$ cat config.mk
export PLATFORM = sky130hd
export DESIGN_NAME = ikaopll_lfo_param_flat
export DESIGN_NICKNAME = d
export VERILOG_FILES = /design/src/rtl/ikaopll_lfo_param_if.sv /design/src/rtl/ikaopll_lfo_param.sv /design/src/flat_wrapper.sv
export SDC_FILE = /design/constraint.sdc
export NUM_CORES = 1
export LEC_CHECK = 0
export CAP_MARGIN = 0
export CORE_MARGIN = 4
export CORE_UTILIZATION = 30
export CTS_BUF_LIST = sky130_fd_sc_hd__clkbuf_4
export DETAILED_ROUTE_END_ITERATION = 16
export PLACE_DENSITY = 0.52
export SETUP_SLACK_MARGIN = 0.05
export SLEW_MARGIN = 20
export SYNTH_ARGS = -nofsm -noshare
export SYNTH_HDL_FRONTEND = slang
export SYNTH_SLANG_ARGS = --single-unit
export TNS_END_PERCENT = 1
$ cat constraint.sdc
create_clock -name i_EMUCLK -period 3.1 [get_ports i_EMUCLK]
set_clock_uncertainty 0.2 [all_clocks]
set_input_delay 0.31 -clock i_EMUCLK [delete_from_list [all_inputs] [get_ports i_EMUCLK]]
set_output_delay 0.31 -clock i_EMUCLK [all_outputs]
set_load 0.05 [all_outputs]
$ cat src/rtl/ikaopll_lfo_param_if.sv
// LFO control/result bundle: frame strobe, test bits, depth selects and LFO outputs.
interface ikaopll_lfo_param_if #(
    parameter int unsigned PM_W     = 3,
    parameter int unsigned AM_OUT_W = 4
);
    logic                i_FRAME_TICK;
    logic [3:0]          i_TEST;
    logic                i_AM_DEPTH;
    logic                i_PM_DEPTH;
    logic [PM_W-1:0]     o_PMVAL;
    logic [AM_OUT_W-1:0] o_AMVAL;
    logic                o_AM_DIR;

    // Driver side (sequencer / testbench)
    modport master (
        output i_FRAME_TICK, i_TEST, i_AM_DEPTH, i_PM_DEPTH,
        input  o_PMVAL, o_AMVAL, o_AM_DIR
    );

    // LFO side
    modport slave (
        input  i_FRAME_TICK, i_TEST, i_AM_DEPTH, i_PM_DEPTH,
        output o_PMVAL, o_AMVAL, o_AM_DIR
    );
endinterface

$ cat src/rtl/ikaopll_lfo_param.sv
// Parametrised IKAOPLL LFO: vibrato step counter (PM) and tremolo triangle (AM)
// with selectable depth. Optional macro IKAOPLL_LFO_SYNC_EN adds i_LFO_SYNC,
// a synchronous LFO restart equivalent to the TEST[1] clear.
module ikaopll_lfo_param #(
    parameter int unsigned PRESC_W  = 6,
    parameter int unsigned PMDIV_W  = 4,
    parameter int unsigned PM_W     = 3,
    parameter int unsigned AM_W     = 7,
    parameter int unsigned AM_PEAK  = 105,
    parameter int unsigned AM_SHIFT = 3,
    parameter int unsigned AM_OUT_W = 4
) (
    input  logic                  i_EMUCLK,
    input  logic                  i_IC_n,
    input  logic                  i_phi1_NCEN_n,
`ifdef IKAOPLL_LFO_SYNC_EN
    input  logic                  i_LFO_SYNC,
`endif
    ikaopll_lfo_param_if.slave    io_lfo
);
    typedef enum logic {
        ST_UP   = 1'b0,
        ST_DOWN = 1'b1
    } dir_t;

    logic [PRESC_W-1:0]  r_presc;
    logic [PMDIV_W-1:0]  r_pm_div;
    logic [PM_W-1:0]     r_pm_cnt;
    logic [AM_W-1:0]     r_am_cnt;
    dir_t                r_dir;
    logic [AM_OUT_W-1:0] r_amval;
    logic [PM_W-1:0]     r_pmval;

    logic                w_en;
    logic                w_tick;
    logic                w_clr;
    logic                w_presc_co;
    logic                w_pm_step;
    logic                w_am_step;
    dir_t                w_dir_nxt;
    logic [AM_W-1:0]     w_am_nxt;
    logic [AM_W-1:0]     w_am_shr;
    logic [AM_W-1:0]     w_am_dep;
    logic                w_unused;

    assign w_en       = ~i_phi1_NCEN_n;
    assign w_tick     = io_lfo.i_FRAME_TICK & w_en;
`ifdef IKAOPLL_LFO_SYNC_EN
    assign w_clr      = w_en & (io_lfo.i_TEST[1] | i_LFO_SYNC);
`else
    assign w_clr      = w_en & io_lfo.i_TEST[1];
`endif
    assign w_presc_co = (&r_presc) & w_tick;
    // A fast-step tick coinciding with a carry still yields a single step (OR, not sum)
    assign w_pm_step  = ((&r_pm_div) & w_presc_co) | (w_tick & io_lfo.i_TEST[3]);
    assign w_am_step  = w_presc_co | (w_tick & io_lfo.i_TEST[3]);
    assign w_unused   = &{1'b0, io_lfo.i_TEST[0], io_lfo.i_TEST[2]};

    // Prescaler, PM divider and PM step counter
    always_ff @(posedge i_EMUCLK or negedge i_IC_n) begin
        if (!i_IC_n) begin
            r_presc  <= '0;
            r_pm_div <= '0;
            r_pm_cnt <= '0;
        end else if (w_clr) begin
            r_presc  <= '0;
            r_pm_div <= '0;
            r_pm_cnt <= '0;
        end else begin
            if (w_tick)     r_presc  <= r_presc + PRESC_W'(1);
            if (w_presc_co) r_pm_div <= r_pm_div + PMDIV_W'(1);
            if (w_pm_step)  r_pm_cnt <= r_pm_cnt + PM_W'(1);
        end
    end

    // Triangle FSM state register (direction) and AM counter
    always_ff @(posedge i_EMUCLK or negedge i_IC_n) begin
        if (!i_IC_n) begin
            r_dir    <= ST_UP;
            r_am_cnt <= '0;
        end else if (w_en) begin
            r_dir    <= w_dir_nxt;
            r_am_cnt <= w_am_nxt;
        end
    end

    // Triangle FSM next state: turn at the peak and at zero, each held one step
    always_comb begin
        w_dir_nxt = r_dir;
        w_am_nxt  = r_am_cnt;
        if (w_clr) begin
            w_dir_nxt = ST_UP;
            w_am_nxt  = '0;
        end else if (w_am_step) begin
            case (r_dir)
                ST_UP: begin
                    if (r_am_cnt == AM_W'(AM_PEAK)) begin
                        w_dir_nxt = ST_DOWN;
                        w_am_nxt  = AM_W'(AM_PEAK - 1);
                    end else begin
                        w_am_nxt  = r_am_cnt + AM_W'(1);
                    end
                end
                ST_DOWN: begin
                    if (r_am_cnt == '0) begin
                        w_dir_nxt = ST_UP;
                        w_am_nxt  = AM_W'(1);
                    end else begin
                        w_am_nxt  = r_am_cnt - AM_W'(1);
                    end
                end
                default: begin
                    w_dir_nxt = ST_UP;
                    w_am_nxt  = '0;
                end
            endcase
        end
    end

    // AM output scaling: fixed shift, then an extra /4 at reduced depth
    always_comb begin
        w_am_shr = r_am_cnt >> AM_SHIFT;
        w_am_dep = io_lfo.i_AM_DEPTH ? w_am_shr : (w_am_shr >> 2);
    end

    // Output registers, one en cycle behind the counters
    always_ff @(posedge i_EMUCLK or negedge i_IC_n) begin
        if (!i_IC_n) begin
            r_amval <= '0;
            r_pmval <= '0;
        end else if (w_en) begin
            r_amval <= AM_OUT_W'(w_am_dep);
            r_pmval <= io_lfo.i_PM_DEPTH ? r_pm_cnt : {1'b0, r_pm_cnt[PM_W-2:0]};
        end
    end

    assign io_lfo.o_AMVAL  = r_amval;
    assign io_lfo.o_PMVAL  = r_pmval;
    assign io_lfo.o_AM_DIR = r_dir;
endmodule

$ cat src/flat_wrapper.sv
// flat-port wrapper written by rule: the top's interface ports become plain ports
module ikaopll_lfo_param_flat 
#(
    parameter int unsigned PRESC_W  = 6,
    parameter int unsigned PMDIV_W  = 4,
    parameter int unsigned PM_W     = 3,
    parameter int unsigned AM_W     = 7,
    parameter int unsigned AM_PEAK  = 105,
    parameter int unsigned AM_SHIFT = 3,
    parameter int unsigned AM_OUT_W = 4
)
  (i_EMUCLK, i_IC_n, i_phi1_NCEN_n, io_lfo_i_FRAME_TICK, io_lfo_i_TEST, io_lfo_i_AM_DEPTH, io_lfo_i_PM_DEPTH, io_lfo_o_PMVAL, io_lfo_o_AMVAL, io_lfo_o_AM_DIR);
  ikaopll_lfo_param_if #(.PM_W(PM_W), .AM_OUT_W(AM_OUT_W)) io_lfo_i ();
  input  logic i_EMUCLK;
  input  logic i_IC_n;
  input  logic i_phi1_NCEN_n;
  input wire logic [$bits(io_lfo_i.i_FRAME_TICK)-1:0] io_lfo_i_FRAME_TICK;
  input wire logic [$bits(io_lfo_i.i_TEST)-1:0] io_lfo_i_TEST;
  input wire logic [$bits(io_lfo_i.i_AM_DEPTH)-1:0] io_lfo_i_AM_DEPTH;
  input wire logic [$bits(io_lfo_i.i_PM_DEPTH)-1:0] io_lfo_i_PM_DEPTH;
  output wire logic [$bits(io_lfo_i.o_PMVAL)-1:0] io_lfo_o_PMVAL;
  output wire logic [$bits(io_lfo_i.o_AMVAL)-1:0] io_lfo_o_AMVAL;
  output wire logic [$bits(io_lfo_i.o_AM_DIR)-1:0] io_lfo_o_AM_DIR;
  assign io_lfo_i.i_FRAME_TICK = io_lfo_i_FRAME_TICK;
  assign io_lfo_i.i_TEST = io_lfo_i_TEST;
  assign io_lfo_i.i_AM_DEPTH = io_lfo_i_AM_DEPTH;
  assign io_lfo_i.i_PM_DEPTH = io_lfo_i_PM_DEPTH;
  assign io_lfo_o_PMVAL = io_lfo_i.o_PMVAL;
  assign io_lfo_o_AMVAL = io_lfo_i.o_AMVAL;
  assign io_lfo_o_AM_DIR = io_lfo_i.o_AM_DIR;
  ikaopll_lfo_param #(.PRESC_W(PRESC_W), .PMDIV_W(PMDIV_W), .PM_W(PM_W), .AM_W(AM_W), .AM_PEAK(AM_PEAK), .AM_SHIFT(AM_SHIFT), .AM_OUT_W(AM_OUT_W)) u_core (.i_EMUCLK(i_EMUCLK), .i_IC_n(i_IC_n), .i_phi1_NCEN_n(i_phi1_NCEN_n), .io_lfo(io_lfo_i));
endmodule
==> impl_metrics.env <==
export IMPL_status="finished, final reports clean"
export IMPL_crit_path_max_incr_delay_ns=0.90
export IMPL_detailroute_via_count=1401
export IMPL_synth_edf_count=0
export IMPL_synth_top_flop_cell="sky130_fd_sc_hd__dfrtp_1"
export IMPL_post_synth_main_area_contributors="sky130_fd_sc_hd__dfrtp_1, sky130_fd_sc_hd__ha_1, sky130_fd_sc_hd__nand2_1"
export IMPL_sw_frac_of_total=0.311
export IMPL_grt_total_usage=0.121
export IMPL_worst_ep_arrival_time_ns=1.90
export IMPL_cts_resized=0
export IMPL_timing_fmax_mhz=415
export IMPL_critical_path_peak_fanout=16
export IMPL_synth_top_cells_by_count="sky130_fd_sc_hd__dfrtp_1, sky130_fd_sc_hd__nand2_1, sky130_fd_sc_hd__nor2_1"
export IMPL_drt_iter0_drc=48
export IMPL_cap_viol_max_count=0
export IMPL_wirelength_um=3830
export IMPL_synth_yosys_warnings=0
export IMPL_grt_antenna_before_repair=0
export IMPL_ys_seq_area_frac=0.420
export IMPL_final_net_count=208
export IMPL_floorplan_die_height_um=82.6
export IMPL_critPathLaunch="u_core.io_lfo.o_AM_DIR"
export IMPL_power_density_mw_per_mm2=379
export IMPL_worstSkewPairLatency_ns=0.33
export IMPL_postSynthCellCount=178
export IMPL_max_clock_buf_depth=2
export IMPL_timing_critical_path_slowest_stage_cell="sky130_fd_sc_hd__clkdlybuf4s50_1"
export IMPL_p_seq_frac=0.581
export IMPL_io_buffers=15
export IMPL_synth_top_cell_area_share=0.420
export IMPL_post_dp_hpwl_um=2760
export IMPL_drt_first_pass_iters=4
export IMPL_vdd_ir_drop_worst_v=0.000177
export IMPL_critPathBufInv=1
export IMPL_setup_tns_after_final_layout_ns=0
export IMPL_yosys_register_bits=28
export IMPL_critPathLaunchType="flop"
export IMPL_finalWeightedCongestion=0.892
export IMPL_numCtsBuffers=3
export IMPL_cts_hold_buffers_added=0
export IMPL_cts_tree="built"
export IMPL_hold_viol_final=0
export IMPL_worst_slew_pin_slew_ns=0.750
export IMPL_grt_setup_unrepaired="no"
export IMPL_pin_count_of_the_biggest_net_entering_global_routing=29
export IMPL_insertedDiodeCount=0
export IMPL_grt_overflow_total=0
export IMPL_clock_tree_htree_level_count=1
export IMPL_grt_first_pass_wirelength_um=6380
export IMPL_floorplan_die_area_mm2=0.00682
export IMPL_timing_slew_headroom=0.496
export IMPL_p_leak_nw=0.790
export IMPL_synth_fp_nets=195
export IMPL_yosys_cell_types_count=46
export IMPL_path_delay_family="buffers and inverters"
export IMPL_slew_violations=0
export IMPL_die_width_um=82.6
export IMPL_yosys_area_top_type="sky130_fd_sc_hd__dfrtp_1"
export IMPL_fp_coreArea_mm2=0.00524
export IMPL_switching_power_w=0.000225
export IMPL_setup_violations_final=0
export IMPL_drive_above_1_share=0.0737
export IMPL_clock_sink_count=28
export IMPL_final_core_util=0.365
export IMPL_crit_path_cell_trace="clkdlybuf4s50_1"
export IMPL_post_synth_instance_area_mm2=0.00167
export IMPL_routedWlPerCell_um=14.7
export IMPL_first_global_vias=1382
export IMPL_clk_transition_reported_paths_ns=0.15
export IMPL_timing_worst_setup_path_type="flop to output pin"
export IMPL_post_synthesis_to_final_layout_area_growth_pct=14.4
export IMPL_antenna_left=0
export IMPL_power_frac_comb=0.209
export IMPL_internal_power_w=0.000499
export IMPL_timing_final_crit_period_ns=2.41
export IMPL_clock_root_buffer="sky130_fd_sc_hd__clkbuf_4"
export IMPL_critPathCaptureType="output pin"
export IMPL_num_io_pins=18
export IMPL_drt_vias_per_instance=5.39
export IMPL_hp_class="primary input to asynchronous set/reset pin"
export IMPL_clock_power_share=0.210
export IMPL_drt_drc_violations_left=0
export IMPL_core_rowCount=26
export IMPL_min_period_over_period=0.778
export IMPL_postCtsSetupBuffers=0
export IMPL_synth_async_sr_flop_share=1.00
export IMPL_reg2reg_from="u_core.r_am_cnt[0]"
export IMPL_initial_utilization=0.319
export IMPL_syn_mean_instance_area_um2=9.38
export IMPL_required_ns=2.59
export IMPL_synth_most_common_cell="sky130_fd_sc_hd__dfrtp_1"
## power groups by stage
stage	Clock, W	Sequential (W)	Combinational (W)
2_1_floorplan	0	0.000433	0.0000916
3_3_place_gp	0	0.000425	0.000148
3_5_place_dp	0	0.000428	0.000152
4_1_cts	0.000162	0.000420	0.000153
5_1_grt	0.000173	0.000426	0.000169
6_report	0.000152	0.000421	0.000152
## cell type report
class / count / area (µm²)
inverter: 7 / 26.3
clock buffer: 3 / 22.5
tap: 70 / 87.6
sequential: 28 / 701
clock inverter: 1 / 3.75
fill: 516 / 3330
multi-input combinational: 133 / 896
timing repair buffer: 18 / 173
## state kept, by name, indices dropped and copies added, names as in the netlist
| name | flops |
|---|---|
| u_core.io_lfo.o_PMVAL | 3 |
| u_core.r_am_cnt | 7 |
| u_core.r_presc | 6 |
| u_core.r_pm_div | 4 |
| u_core.r_pm_cnt | 3 |
| u_core.io_lfo.o_AM_DIR | 1 |
| u_core.io_lfo.o_AMVAL | 4 |
## layout by cell type, fill, tap and decap left out, types with 5 or more instances in the layout
master / synthesis / final
sky130_fd_sc_hd__nor3_1: 8 / 8
sky130_fd_sc_hd__a22o_1: 5 / 5
sky130_fd_sc_hd__a21oi_1: 6 / 6
sky130_fd_sc_hd__inv_1: 7 / 7
sky130_fd_sc_hd__nor2_1: 12 / 12
sky130_fd_sc_hd__ha_1: 7 / 7
sky130_fd_sc_hd__o21ai_0: 11 / 11
sky130_fd_sc_hd__dfrtp_1: 28 / 28
sky130_fd_sc_hd__nand3_1: 7 / 7
sky130_fd_sc_hd__clkdlybuf4s50_1: 0 / 15
sky130_fd_sc_hd__nand2_1: 15 / 15
sky130_fd_sc_hd__xor2_1: 5 / 5
## worst paths after layout
kind	slack [ns]	endpoint	cells past startpoint
worst max register to register	0.78	u_core.r_am_cnt[6]	6
worst min register to register	0.30	u_core.io_lfo.o_AMVAL[0]	2
worst max-delay path	0.69	io_lfo_o_AM_DIR	1
max in group asynchronous	2.28	u_core.r_am_cnt[2]	2
min in group i_EMUCLK	0.30	u_core.io_lfo.o_AMVAL[0]	2
worst min-delay path	0.14	u_core.r_presc[2]	2
## routing by layer
metal,share of wire,up-vias,GRT usage
met5,0,-,0
met3,0.037,4,0.0249
met2,0.48,24,0.200
met4,0.014,0,0.0359
li1,-,676,-
met1,0.47,697,0.159
## stage by stage
step / total power [W] / hold WS, ns / setup WS [ns] / instances / cell area, µm²
after floorplan: 0.000524 / -0.186 / 0.938 / 178 / 1670
after global placement: 0.000574 / 0.269 / 0.783 / 256 / 1880
after detailed placement: 0.000580 / 0.275 / 0.758 / 256 / 1880
after CTS: 0.000735 / 0.150 / 0.685 / 260 / 1910
after global routing: 0.000768 / 0.177 / 0.586 / 260 / 1910
final: 0.000724 / 0.143 / 0.689 / 260 / 1910
## logic make-up after synthesis
group	Yosys count	synth area share
adders and majority gates	7	0.0525
muxes	6	0.0375
and+or+nand+nor	64	0.205
buffers and inverters	17	0.0435
DFF	28	0.420
xor gates and xnor gates	7	0.0367
AOI/OAI and AO/OA	49	0.205
No activity file was read; power rests on OpenSTA's default activity.
